--- config.mk ---
export PLATFORM = sky130hd
export DESIGN_NAME = chroni_vram_arbiter
export DESIGN_NICKNAME = d
export VERILOG_FILES = /design/src/rtl/chroni_vram_arbiter.sv
export SDC_FILE = /design/constraint.sdc
export NUM_CORES = 1
export LEC_CHECK = 0
export CORE_MARGIN = 3
export CORE_UTILIZATION = 45
export DETAILED_ROUTE_END_ITERATION = 8
export MAX_ROUTING_LAYER = met4
export PLACE_DENSITY = 0.82
export SLEW_MARGIN = 15
export SYNTH_ARGS = -nofsm -noshare
export SYNTH_HDL_FRONTEND = slang
export SYNTH_SLANG_ARGS = --single-unit
--- constraint.sdc ---
create_clock -name clk -period 3.66 [get_ports clk]
set_input_delay 1.098 -clock clk [delete_from_list [all_inputs] [get_ports clk]]
set_output_delay 1.098 -clock clk [all_outputs]
set_load 0.005 [all_outputs]
--- src/rtl/chroni_vram_arbiter.sv ---
// Single-port VRAM arbiter for chroni: display fetch has priority, the CPU gets a
// forced slot after CPU_MAX_WAIT denied cycles, and lost display slots are counted.
module chroni_vram_arbiter #(
    parameter int ADDR_W       = 16,
    parameter int DATA_W       = 8,
    parameter int CPU_MAX_WAIT = 8,
    parameter int MISS_W       = 16
) (
    input  logic              clk,
    input  logic              reset_n,
    input  logic              disp_req,
    input  logic [ADDR_W-1:0] disp_addr,
    output logic              disp_grant,
    output logic              disp_rvalid,
    output logic [DATA_W-1:0] disp_rdata,
    input  logic              cpu_req,
    input  logic              cpu_we,
    input  logic [ADDR_W-1:0] cpu_addr,
    input  logic [DATA_W-1:0] cpu_wdata,
    output logic              cpu_grant,
    output logic              cpu_rvalid,
    output logic [DATA_W-1:0] cpu_rdata,
    output logic [ADDR_W-1:0] mem_addr,
    output logic              mem_we,
    output logic [DATA_W-1:0] mem_wdata,
    input  logic [DATA_W-1:0] mem_rdata,
    input  logic              miss_clr,
    output logic [MISS_W-1:0] disp_miss_count
);

    typedef enum logic [1:0] {
        TAG_NONE = 2'd0,
        TAG_DISP = 2'd1,
        TAG_CPU  = 2'd2
    } tag_e;

    localparam logic [7:0]        MAX_WAIT = 8'(CPU_MAX_WAIT);
    localparam logic [MISS_W-1:0] MISS_ONE = {{(MISS_W-1){1'b0}}, 1'b1};

    logic [7:0]        wait_cnt_q, wait_cnt_d;
    logic [ADDR_W-1:0] mem_addr_q, mem_addr_d;
    logic              mem_we_q, mem_we_d;
    logic [DATA_W-1:0] mem_wdata_q, mem_wdata_d;
    logic [MISS_W-1:0] miss_q, miss_d;
    tag_e              tag1_q, tag1_d, tag2_q, tag2_d;
    logic              force_cpu;
    logic              disp_miss;

    // Grants are purely combinational so a requester learns of acceptance in the same cycle.
    assign force_cpu  = cpu_req && (wait_cnt_q == MAX_WAIT);
    assign cpu_grant  = cpu_req && (force_cpu || !disp_req);
    assign disp_grant = disp_req && !force_cpu;
    assign disp_miss  = disp_req && !disp_grant;

    always_comb begin
        // NOTE: every signal gets a default before any branch, so no latch can be inferred.
        wait_cnt_d  = wait_cnt_q;
        mem_addr_d  = mem_addr_q;
        mem_we_d    = 1'b0;
        mem_wdata_d = mem_wdata_q;
        miss_d      = miss_q;
        tag1_d      = TAG_NONE;
        tag2_d      = tag1_q;

        if (!cpu_req || cpu_grant) begin
            wait_cnt_d = 8'd0;
        end else if (wait_cnt_q != MAX_WAIT) begin
            wait_cnt_d = wait_cnt_q + 8'd1;
        end

        if (disp_grant) begin
            mem_addr_d = disp_addr;
            tag1_d     = TAG_DISP;
        end else if (cpu_grant) begin
            mem_addr_d  = cpu_addr;
            mem_we_d    = cpu_we;
            mem_wdata_d = cpu_wdata;
            tag1_d      = cpu_we ? TAG_NONE : TAG_CPU;
        end

        if (miss_clr) begin
            miss_d = '0;
        end else if (disp_miss && !(&miss_q)) begin
            miss_d = miss_q + MISS_ONE;
        end
    end

    // NOTE: sequential state uses non-blocking assignments only, so all flops update together.
    always_ff @(posedge clk or negedge reset_n) begin
        if (!reset_n) begin
            wait_cnt_q  <= 8'd0;
            mem_addr_q  <= '0;
            mem_we_q    <= 1'b0;
            mem_wdata_q <= '0;
            miss_q      <= '0;
            tag1_q      <= TAG_NONE;
            tag2_q      <= TAG_NONE;
        end else begin
            wait_cnt_q  <= wait_cnt_d;
            mem_addr_q  <= mem_addr_d;
            mem_we_q    <= mem_we_d;
            mem_wdata_q <= mem_wdata_d;
            miss_q      <= miss_d;
            tag1_q      <= tag1_d;
            tag2_q      <= tag2_d;
        end
    end

    // Read data is shared; only the valid strobes say whose data it is.
    assign mem_addr        = mem_addr_q;
    assign mem_we          = mem_we_q;
    assign mem_wdata       = mem_wdata_q;
    assign disp_rvalid     = (tag2_q == TAG_DISP);
    assign cpu_rvalid      = (tag2_q == TAG_CPU);
    assign disp_rdata      = mem_rdata;
    assign cpu_rdata       = mem_rdata;
    assign disp_miss_count = miss_q;

endmodule

==> out/qor.log, run 1 <==
INFO  logic_synthesis mappedNetlistArea=2610µm²
INFO  run_status     status=completed
INFO  floorplan      die_w=82.1µm
INFO  timing         period_share=98.3%
INFO  logic_synthesis ys_seq_area_share=50.9%
INFO  logic_synthesis ys_types=31
INFO  finish         antenna_cells=0
INFO  routing        drtIter0Drc=56
INFO  place          dpl_cell_area=3480µm²
INFO  logic_synthesis dominantRegCellSynth=sky130_fd_sc_hd__dfrtp_1
INFO  flow_run       max_cap_violations=0
INFO  setup_path     critical_path.slowest_cell=sky130_fd_sc_hd__clkdlybuf4s50_1
INFO  global_routing grt.total_usage=18.2%
INFO  setup_path     worstPathArrival=2.50ns
INFO  floorplan      core-area=5540µm²
INFO  finish         layout.cell_area.non_filler=3610µm²
INFO  setup_path     worst_r2r_endpoint=disp_miss_count[11]$_DFFE_PN0P_
INFO  place          place_hpwl=4340µm
INFO  clock_tree     cts.sink_count=53
INFO  setup_path     worst-setup-path-type=in2out
INFO  logic_synthesis asyncSetResetFlopFracSynth=100%
INFO  floorplan      design.die.area=6740µm²
INFO  setup_path     critPathMaxFanout=3
INFO  clock_tree     cts_buffers=5
INFO  routing        drt-vias-per-instance=5.13
INFO  timing         timing.final.crit_period=3.60ns
INFO  routing        detailroute.via_count=2038
INFO  setup_path     crit_path_frequent_cell=sky130_fd_sc_hd__clkdlybuf4s50_1
INFO  clock_tree     tritoncts=yes
INFO  timing         max_freq=0.278GHz
INFO  global_routing grt_start_max_net_pins=36
INFO  setup_path     max_stage_delay=0.57ns
INFO  setup_path     worst-r2r-setup-slack=1.43ns
INFO  min_path       min-delay-path-class=reg2reg
INFO  clock_tree     clockBufferDepth=2
INFO  global_routing number_of_global_route_vias_before_repair=2017
INFO  place          place.gp.congestion=0.864
INFO  setup_path     timing.critical_path.to_type=output pin
INFO  finish         flow.area_growth_from_synthesis=38.5%
INFO  clock_tree     worst_setup_hold_path_clk_slew=0.10ns
INFO  global_routing grt_antenna_before_repair=0
INFO  floorplan      rows=27
INFO  routing        wire_per_inst=14.5µm
INFO  logic_synthesis synth_edf_count=0
INFO  logic_synthesis synth_fp_nets=302
INFO  finish         fillCellCount=470
INFO  clock_tree     cts.htree.levels=2
INFO  global_routing globalRoute.totalOverflow=0
INFO  setup_path     timing.critical_path.cells=clkdlybuf4s50_1 > nand2_2 > buf_4 > inv_1 > clkdlybuf4s50_1
INFO  floorplan      initial_utilization=47.0%
INFO  timing         timing.final.setup_violations=0
INFO  timing         timing.final.hold_violations=0
INFO  power          peakVddDrop=0.203mV
INFO  setup_path     worst_ep_required_time=2.56ns
INFO  finish         nNetsFinal=381
INFO  timing         relSlewSlack=46.4%
INFO  global_routing global_route_wire_length_before_repair=9150µm
INFO  setup_path     worstRegToRegCells=6
INFO  timing         rsz_0062_raised_after_global_routing=no
INFO  routing        remaining_drc_errors=0
INFO  place          numPortBuffers=90
INFO  clock_tree     worstSkewPairLatency=0.31ns
INFO  finish         final_core_util=65.2%
INFO  timing         timing_max_transition_violations_final=0
INFO  setup_path     crit_family=buffers and inverters
INFO  timing         timing.clock.skew=0.00860ns
INFO  power          power.density=343nW/µm²
INFO  routing        detail_route.first_pass.iterations=4
INFO  clock_tree     clock_tree.root_cell=sky130_fd_sc_hd__clkbuf_8
INFO  setup_path     worstReg2RegStart=disp_miss_count[0]$_DFFE_PN0P_
INFO  floorplan      die_h=82.1µm
INFO  logic_synthesis cell_count_after_synthesis=245
INFO  logic_synthesis synth-warning-count=0
INFO  timing         whs=0.356ns
INFO  power          leakagePower=0.00156µW
INFO  min_path       hold_endpoint=tag2_q[0]$_DFF_PN0_
INFO  logic_synthesis synth_seq_cells=53
INFO  routing        antenna_left=0
INFO  routing        routed_wire_length=5770µm
INFO  finish         drive_gt1_share=10.2%
INFO  setup_path     crit_path_start_kind=input pin
INFO  timing         worst-slew-pin-transition=0.798ns
INFO  setup_path     timing.critical_path.buf_inv=4
INFO  clock_tree     cts_hold_buffers=0
INFO  logic_synthesis average_footprint_of_a_synthesized_cell=10.6µm²
INFO  floorplan      top_level_ports=115
INFO  min_path       worst_hold_path.num_cells=0
INFO  min_path       launch_point_of_the_worst_hold_path=tag1_q[0]$_DFF_PN0_
## state kept, by name, summed over array words and instances, names as in the netlist
register         flops
disp_miss_count     16
mem_addr            16
mem_wdata            8
wait_cnt_q           8
tag1_q               2
tag2_q               2
mem_we               1
## through the flow
stage | total power, µW | setup TNS, ns | cells | worst slack [ns]
floorplan | 716 | 0 | 245 | 0.726
global placement | 843 | 0 | 388 | 0.00192
detailed placement | 847 | -0.00821 | 388 | -0.00821
CTS | 1250 | 0 | 396 | 0.00426
global route | 1290 | 0 | 397 | 0.0206
finish | 1240 | 0 | 397 | 0.0613
## layer usage
metal | vias up | track usage [%] | share of wire, %
met5 | - | - | 0
met1 | 977 | 23.7 | 43
li1 | 974 | - | -
met2 | 81 | 28.5 | 49
met4 | 0 | 3.99 | 0.73
met3 | 6 | 4.99 | 7.0
## layout make-up
class	instances	area [µm²]	share of cell area [%]
well taps	72	90.1	2.50
flip-flops and latches	53	1330	36.7
clock inverters	3	46.3	1.28
clock buffers	5	68.8	1.91
multi-input cells	163	1110	30.7
inverters	4	15.0	0.416
repair buffers	97	955	26.4
## what timing repair did
item | 4_1_cts | 5_1_grt
endpoints found under the setup margin | 1 | 1
cloned | 0 | 0
buffers inserted | 0 | 1
pin swaps | 1 | 0
gates resized for setup | 1 | 3
## cell families after synthesis
| logic type | count (synthesis) | share of synthesized area, % |
|---|---|---|
| flops | 53 | 50.9 |
| xor+xnor | 19 | 6.39 |
| fa+ha+maj | 3 | 1.44 |
| buf+inv | 29 | 6.77 |
| mux | 25 | 10.2 |
| simple gates | 96 | 20.4 |
| compound gates | 20 | 3.98 |
## worst max path at each step
stage                     slack [ns]  startpoint          to  cells past startpoint
after floorplan                 0.73     cpu_req  disp_grant                      5
after global placement         0.002     cpu_req   cpu_grant                      7
after detailed placement      -0.008     cpu_req   cpu_grant                      7
after CTS                      0.004     cpu_req   cpu_grant                      7
after global routing            0.02    disp_req  disp_grant                      5
final                           0.06    disp_req  disp_grant                      5
## cell usage after synthesis (all sizes together), types with 4 or more instances
| cell type | number | area, µm² |
|---|---|---|
| and3 | 8 | 50.1 |
| buf | 21 | 146 |
| clkbuf | 4 | 15.0 |
| dfrtp | 53 | 1330 |
| inv | 4 | 15.0 |
| mux2 | 9 | 105 |
| mux2i | 16 | 160 |
| nand2 | 22 | 82.6 |
| nand3 | 13 | 65.1 |
| nand4 | 5 | 52.6 |
| nor2 | 25 | 93.8 |
| nor2b | 4 | 25.0 |
| nor3 | 7 | 35.0 |
| nor4 | 5 | 61.3 |
| o21ai | 17 | 85.1 |
| xnor2 | 14 | 123 |
| xor2 | 5 | 43.8 |
## cells in the final DEF (no fill, tap or decap), drive strengths merged, types with 2 or more instances in the layout
cell,netlist,final
nand2,22,22
nand3,13,13
nor3,7,7
clkdlybuf4s50,0,88
buf,21,8
o21ai,17,17
mux2,9,9
xor2,5,5
and2,3,3
mux2i,16,16
clkbuf,4,5
nor2,25,25
a21oi,2,2
ha,3,3
nor4,5,5
inv,4,4
nand4,5,5
xnor2,14,14
nor2b,4,4
and3,8,8
nor4b,2,2
dfrtp,53,53
## where the power goes
group,total (µW),switching (µW),internal [µW]
Clock,404,199,205
Combinational,198,69.2,129
Sequential,637,19.0,618
No activity file was read; power rests on OpenSTA's default activity.
==> run 2: changes to the inputs <==
--- a/config.mk
+++ b/config.mk
@@ -5,12 +5,11 @@
 export SDC_FILE = /design/constraint.sdc
 export NUM_CORES = 1
 export LEC_CHECK = 0
-export CORE_MARGIN = 3
+export CORE_MARGIN = 2
 export CORE_UTILIZATION = 45
 export DETAILED_ROUTE_END_ITERATION = 8
 export MAX_ROUTING_LAYER = met4
 export PLACE_DENSITY = 0.82
-export SLEW_MARGIN = 15
 export SYNTH_ARGS = -nofsm -noshare
 export SYNTH_HDL_FRONTEND = slang
 export SYNTH_SLANG_ARGS = --single-unit
==> out/qor.log, run 2 (synthesis gave the netlist of run 1 again) <==
INFO  setup_path     critPathMaxFanout=3
INFO  run_status     status=completed
INFO  routing        wire_per_inst=14.8µm
INFO  finish         layout.cells.most_common_list=sky130_fd_sc_hd__clkdlybuf4s50_1, sky130_fd_sc_hd__dfrtp_1, sky130_fd_sc_hd__nor2_1
INFO  power          leakagePower=0.00155µW
INFO  clock_tree     cts_post_setup_buffers_inserted=0
INFO  place          place.gp.congestion=0.813
INFO  clock_tree     cts_buffers=5
INFO  setup_path     worst_ep_required_time=2.56ns
INFO  min_path       worst_hold_path.num_cells=0
INFO  finish         layout.cells.most_common=sky130_fd_sc_hd__clkdlybuf4s50_1
INFO  setup_path     max_stage_delay=0.57ns
INFO  setup_path     crit_path_frequent_cell=sky130_fd_sc_hd__clkdlybuf4s50_1
INFO  routing        routed_wire_length=5830µm
INFO  timing         worst-slew-pin-transition=0.842ns
INFO  setup_path     worst-setup-path-type=in2out
INFO  setup_path     crit_startpoint=disp_req
INFO  routing        drt-vias-per-instance=5.17
INFO  power          switch_share=23.9%
INFO  place          dpl_cell_area=3470µm²
INFO  routing        antenna_left=0
INFO  min_path       min-delay-path-class=reg2reg
INFO  clock_tree     worst_setup_hold_path_clk_slew=0.10ns
INFO  global_routing grt.total_usage=20.0%
INFO  clock_tree     cts.sink_count=53
INFO  clock_tree     worstSkewPairLatency=0.31ns
INFO  timing         timing.final.hold_violations=0
INFO  floorplan      core-area=5540µm²
INFO  global_routing number_of_global_route_vias_before_repair=2114
INFO  power          total_switching_power=283µW
INFO  setup_path     worstReg2RegStart=disp_miss_count[0]$_DFFE_PN0P_
INFO  setup_path     worst_r2r_endpoint=disp_miss_count[11]$_DFFE_PN0P_
INFO  finish         flow.area_growth_from_synthesis=37.2%
INFO  routing        drtIter0Drc=86
INFO  power          peakVddDrop=0.163mV
INFO  floorplan      top_level_ports=115
INFO  setup_path     crit_path_start_kind=input pin
INFO  timing         timing.final.crit_period=3.49ns
INFO  power          share_clk_of_total_power=29.4%
INFO  power          cell_internal_pwr=900µW
INFO  timing         max_freq=0.286GHz
INFO  finish         drive_gt1_share=9.60%
INFO  place          place_hpwl=4310µm
INFO  timing         relSlewSlack=43.5%
INFO  setup_path     worstRegToRegCells=6
INFO  timing         rsz_0062_raised_after_global_routing=no
INFO  clock_tree     tritoncts=yes
INFO  finish         layout.cells.non_filler=395
INFO  global_routing grt_util_met1=24.8%
INFO  finish         final_core_util=64.5%
INFO  floorplan      die_h=80.1µm
INFO  timing         timing.clock.skew=0.00896ns
INFO  place          numPortBuffers=90
INFO  setup_path     worst_setup_path_endpoint=disp_grant
INFO  setup_path     worstPathArrival=2.39ns
INFO  routing        remaining_drc_errors=0
INFO  flow_run       max_cap_violations=0
INFO  global_routing use_met3=6.07%
INFO  power          power.density=331nW/µm²
INFO  timing         totalNegativeSetupSlack=0ns
INFO  setup_path     worst-r2r-setup-slack=1.40ns
INFO  clock_tree     clock_tree.root_cell=sky130_fd_sc_hd__clkbuf_8
INFO  floorplan      design.die.area=6420µm²
INFO  timing         timing.final.setup_violations=0
INFO  timing         period_share=95.4%
INFO  clock_tree     cts_hold_buffers=0
INFO  place          placed_cells=387
INFO  power          share_comb_of_total_power=16.6%
INFO  routing        detail_route.first_pass.iterations=4
INFO  global_routing use_met2=31.9%
INFO  floorplan      initial_utilization=47.0%
INFO  global_routing grt_start_max_net_pins=36
INFO  global_routing grt_antenna_before_repair=0
INFO  clock_tree     clockBufferDepth=2
INFO  setup_path     timing.critical_path.to_type=output pin
INFO  setup_path     timing.critical_path.cells=clkdlybuf4s50_1 > nand2_2 > inv_1 > clkdlybuf4s50_1
INFO  floorplan      rows=27
INFO  finish         antenna_cells=0
INFO  global_routing globalRoute.totalOverflow=0
INFO  global_routing grt.busiest_layer=met2
INFO  finish         layout.cell_area.non_filler=3580µm²
INFO  setup_path     critical_path.slowest_cell=sky130_fd_sc_hd__clkdlybuf4s50_1
INFO  global_routing global_route_wire_length_before_repair=9860µm
INFO  power          power_frac_seq=54.0%
INFO  finish         nNetsFinal=379
INFO  timing         timing_max_transition_violations_final=0
INFO  routing        detailroute.via_count=2042
INFO  clock_tree     cts.htree.levels=2
INFO  floorplan      die_w=80.1µm
## run 2: area by class of cell
cell class              count  area [µm²]
fillers                   450        1960
flip-flops and latches     53        1330
multi-input cells         163        1110
repair buffers             95         940
well taps                  72        90.1
clock buffers               6        82.6
inverters                   4        15.0
clock inverters             2        13.8
## run 2: layer usage
metal | part of all wire [%] | vias up
li1 | - | 966
met1 | 41 | 976
met2 | 48 | 91
met3 | 8.8 | 9
met4 | 1.6 | 0
met5 | 0 | -
## run 2: critical path: cells and delay by family
kind / cells / cell delay [ns]
buffers and inverters: 3 / 1.18
AND/OR/NAND/NOR: 1 / 0.11
## run 2: what timing repair did
action,CTS,global route
setup endpoints to repair,1,1
pin swaps,0,1
resized for setup,1,3
## run 2: worst min-delay path by stage
stage	from	to	slack (ns)
5_1_grt	tag1_q[0]$_DFF_PN0_	tag2_q[0]$_DFF_PN0_	0.36
3_3_place_gp	tag1_q[0]$_DFF_PN0_	tag2_q[0]$_DFF_PN0_	0.33
4_1_cts	tag1_q[0]$_DFF_PN0_	tag2_q[0]$_DFF_PN0_	0.36
6_report	tag1_q[0]$_DFF_PN0_	tag2_q[0]$_DFF_PN0_	0.36
3_5_place_dp	tag1_q[0]$_DFF_PN0_	tag2_q[0]$_DFF_PN0_	0.33
2_1_floorplan	tag1_q[0]$_DFF_PN0_	tag2_q[0]$_DFF_PN0_	0.33
## run 2: through the flow
step	hold WS, ns	power (µW)	setup WS [ns]
2_1_floorplan	0.331	716	0.726
3_3_place_gp	0.334	842	-0.00987
5_1_grt	0.363	1240	0.136
6_report	0.357	1180	0.168
4_1_cts	0.358	1200	0.00581
3_5_place_dp	0.335	847	0.00232
## run 2: power groups by stage
stage | clock network (µW) | logic, µW | registers (µW)
6_report | 348 | 197 | 638
5_1_grt | 385 | 215 | 642
4_1_cts | 359 | 199 | 638
3_5_place_dp | 0 | 198 | 649
3_3_place_gp | 0 | 194 | 648
2_1_floorplan | 0 | 67.4 | 649
==> run 3: changes to the inputs <==
--- a/config.mk
+++ b/config.mk
@@ -7,9 +7,10 @@
 export LEC_CHECK = 0
 export CORE_MARGIN = 2
 export CORE_UTILIZATION = 45
+export CTS_CLUSTER_SIZE = 24
 export DETAILED_ROUTE_END_ITERATION = 8
 export MAX_ROUTING_LAYER = met4
-export PLACE_DENSITY = 0.82
+export PLACE_DENSITY_LB_ADDON = 0.08
 export SYNTH_ARGS = -nofsm -noshare
 export SYNTH_HDL_FRONTEND = slang
 export SYNTH_SLANG_ARGS = --single-unit
==> out/qor.log, run 3 (synthesis gave the netlist of run 1 again) <==
INFO  clock_tree     cts.htree.levels=2
INFO  min_path       min-delay-path-class=reg2reg
INFO  timing         relSlewSlack=46.7%
INFO  power          switch_share=22.2%
INFO  setup_path     worstPathArrival=2.36ns
INFO  clock_tree     worstSkewPairLatency=0.30ns
INFO  timing         max_freq=0.289GHz
INFO  power          cell_internal_pwr=946µW
INFO  setup_path     timing.critical_path.to_type=output pin
INFO  setup_path     worstRegToRegCells=6
INFO  place          place_ws=-0.0363ns
INFO  floorplan      initial_utilization=47.0%
INFO  routing        detailroute.via_count=1990
INFO  min_path       hold_endpoint=tag2_q[1]$_DFF_PN0_
INFO  place          numPortBuffers=90
INFO  timing         period_share=94.4%
INFO  timing         timing.clock.skew=0.00692ns
INFO  setup_path     crit_path_start_kind=input pin
INFO  finish         antenna_cells=0
INFO  min_path       worst_hold_path.num_cells=0
INFO  power          peakVddDrop=0.189mV
INFO  timing         worst-slew-pin-transition=0.794ns
INFO  power          total_switching_power=270µW
INFO  setup_path     worst_r2r_endpoint=disp_miss_count[11]$_DFFE_PN0P_
INFO  global_routing grt_start_max_net_pins=36
INFO  floorplan      top_level_ports=115
INFO  global_routing number_of_global_route_vias_before_repair=2009
INFO  finish         layout.cell_area.non_filler=3600µm²
INFO  timing         timing.final.setup_violations=0
INFO  power          power_frac_seq=52.3%
INFO  power          share_clk_of_total_power=31.5%
INFO  global_routing grt.total_usage=18.9%
INFO  finish         drive_gt1_share=10.5%
INFO  clock_tree     cts_post_setup_buffers_inserted=0
INFO  routing        wire_per_inst=13.9µm
INFO  flow_run       max_cap_violations=0
INFO  routing        routed_wire_length=5530µm
INFO  floorplan      die_h=80.1µm
INFO  floorplan      core-area=5540µm²
INFO  finish         flow.area_growth_from_synthesis=38.3%
INFO  routing        drt-vias-per-instance=5.01
INFO  place          place.gp.congestion=0.779
INFO  place          place_hpwl=4120µm
INFO  setup_path     worstReg2RegStart=disp_miss_count[0]$_DFFE_PN0P_
INFO  clock_tree     tritoncts=yes
INFO  power          share_comb_of_total_power=16.2%
INFO  place          dpl_cell_area=3490µm²
INFO  min_path       launch_point_of_the_worst_hold_path=tag1_q[1]$_DFF_PN0_
INFO  clock_tree     cts.sink_count=53
INFO  routing        remaining_drc_errors=0
INFO  timing         timing_max_transition_violations_final=0
INFO  timing         timing.final.hold_violations=0
INFO  finish         layout.cells.most_common_list=sky130_fd_sc_hd__clkdlybuf4s50_1, sky130_fd_sc_hd__dfrtp_1, sky130_fd_sc_hd__nor2_1
INFO  global_routing globalRoute.totalOverflow=0
INFO  routing        antenna_left=0
INFO  global_routing global_route_wire_length_before_repair=9130µm
INFO  floorplan      rows=27
INFO  setup_path     worst_ep_required_time=2.56ns
INFO  power          leakagePower=0.00156µW
INFO  clock_tree     worst_setup_hold_path_clk_slew=0.09ns
INFO  clock_tree     clock_tree.root_cell=sky130_fd_sc_hd__clkbuf_8
INFO  timing         timing.final.crit_period=3.46ns
INFO  clock_tree     clockBufferDepth=2
INFO  power          power.density=337nW/µm²
INFO  finish         layout.cells.most_common=sky130_fd_sc_hd__clkdlybuf4s50_1
INFO  timing         rsz_0062_raised_after_global_routing=no
INFO  routing        detail_route.first_pass.iterations=4
INFO  setup_path     worst-r2r-setup-slack=1.44ns
INFO  setup_path     worst-setup-path-type=in2out
INFO  setup_path     critPathMaxFanout=2
INFO  floorplan      design.die.area=6420µm²
INFO  run_status     status=completed
INFO  routing        drtIter0Drc=132
INFO  clock_tree     cts_buffers=5
INFO  finish         nNetsFinal=382
INFO  global_routing grt_antenna_before_repair=0
INFO  timing         setup_slack=0.204ns
INFO  floorplan      die_w=80.1µm
==> run 3: cell types whose count changed in the layout (fill, tap and decap cells not counted), sizes merged <==
cell,before,now
clkdlybuf4s50,88,87
clkbuf,6,5
clkinv,2,1
dlygate4sd2,0,2
dlymetal6s2s,1,0
buf,6,9
bufinv,0,1
==> run 3: layout make-up <==
cell class	instances	area [µm²]
Inverter	4	15.0
Clock buffer	5	68.8
Multi-Input combinational cell	163	1110
Sequential cell	53	1330
Tap cell	72	90.1
Timing Repair Buffer	98	957
Fill cell	487	1940
Clock inverter	2	35.0
==> run 3: power groups by stage <==
stage / logic [µW] / clock network (µW) / registers (µW)
finish: 197 / 383 / 636
global route: 216 / 419 / 640
CTS: 201 / 395 / 636
detailed placement: 199 / 0 / 647
global placement: 198 / 0 / 647
floorplan: 67.4 / 0 / 649
==> run 3: worst max path at each step <==
stage / from / endpoint / slack [ns] / depth (start not counted)
after floorplan: cpu_req / disp_grant / 0.73 / 5
after global placement: cpu_req / cpu_grant / -0.03 / 7
after detailed placement: cpu_req / cpu_grant / -0.04 / 5
after CTS: cpu_req / disp_grant / 0.21 / 7
after global routing: cpu_req / disp_grant / 0.15 / 7
final: cpu_req / disp_grant / 0.20 / 7
==> run 3: repair_timing <==
item	in CTS	in global routing
endpoints found under the setup margin	2	0
gates resized for setup	6	0
hold buffers	0	0
==> run 3: worst max-delay path, stage by stage <==
cell	delay [ns]
sky130_fd_sc_hd__clkdlybuf4s50_1	0.49
sky130_fd_sc_hd__and2_4	0.15
sky130_fd_sc_hd__nand3_1	0.08
sky130_fd_sc_hd__nand2_2	0.12
sky130_fd_sc_hd__buf_4	0.12
sky130_fd_sc_hd__inv_1	0.04
sky130_fd_sc_hd__dlygate4sd2_1	0.26
==> run 3: per-layer routing <==
layer / vias to the layer above / global-route usage [%] / routed length (µm)
met1: 947 / 23.6 / 2540
met5: - / - / 0
li1: 975 / - / -
met2: 57 / 29.4 / 2530
met4: 0 / 6.27 / 91
met3: 11 / 5.73 / 362
==> run 3: metrics by stage <==
stage / power [µW] / setup TNS, ns / hold WS [ns] / util [%] / instances
global route: 1270 / 0 / 0.366 / 65.0 / 397
detailed placement: 846 / -0.0363 / 0.336 / 63.0 / 390
global placement: 845 / -0.0352 / 0.332 / 63.0 / 390
CTS: 1230 / 0 / 0.354 / 65.0 / 397
finish: 1220 / 0 / 0.354 / 65.0 / 397
floorplan: 716 / 0 / 0.331 / - / 245
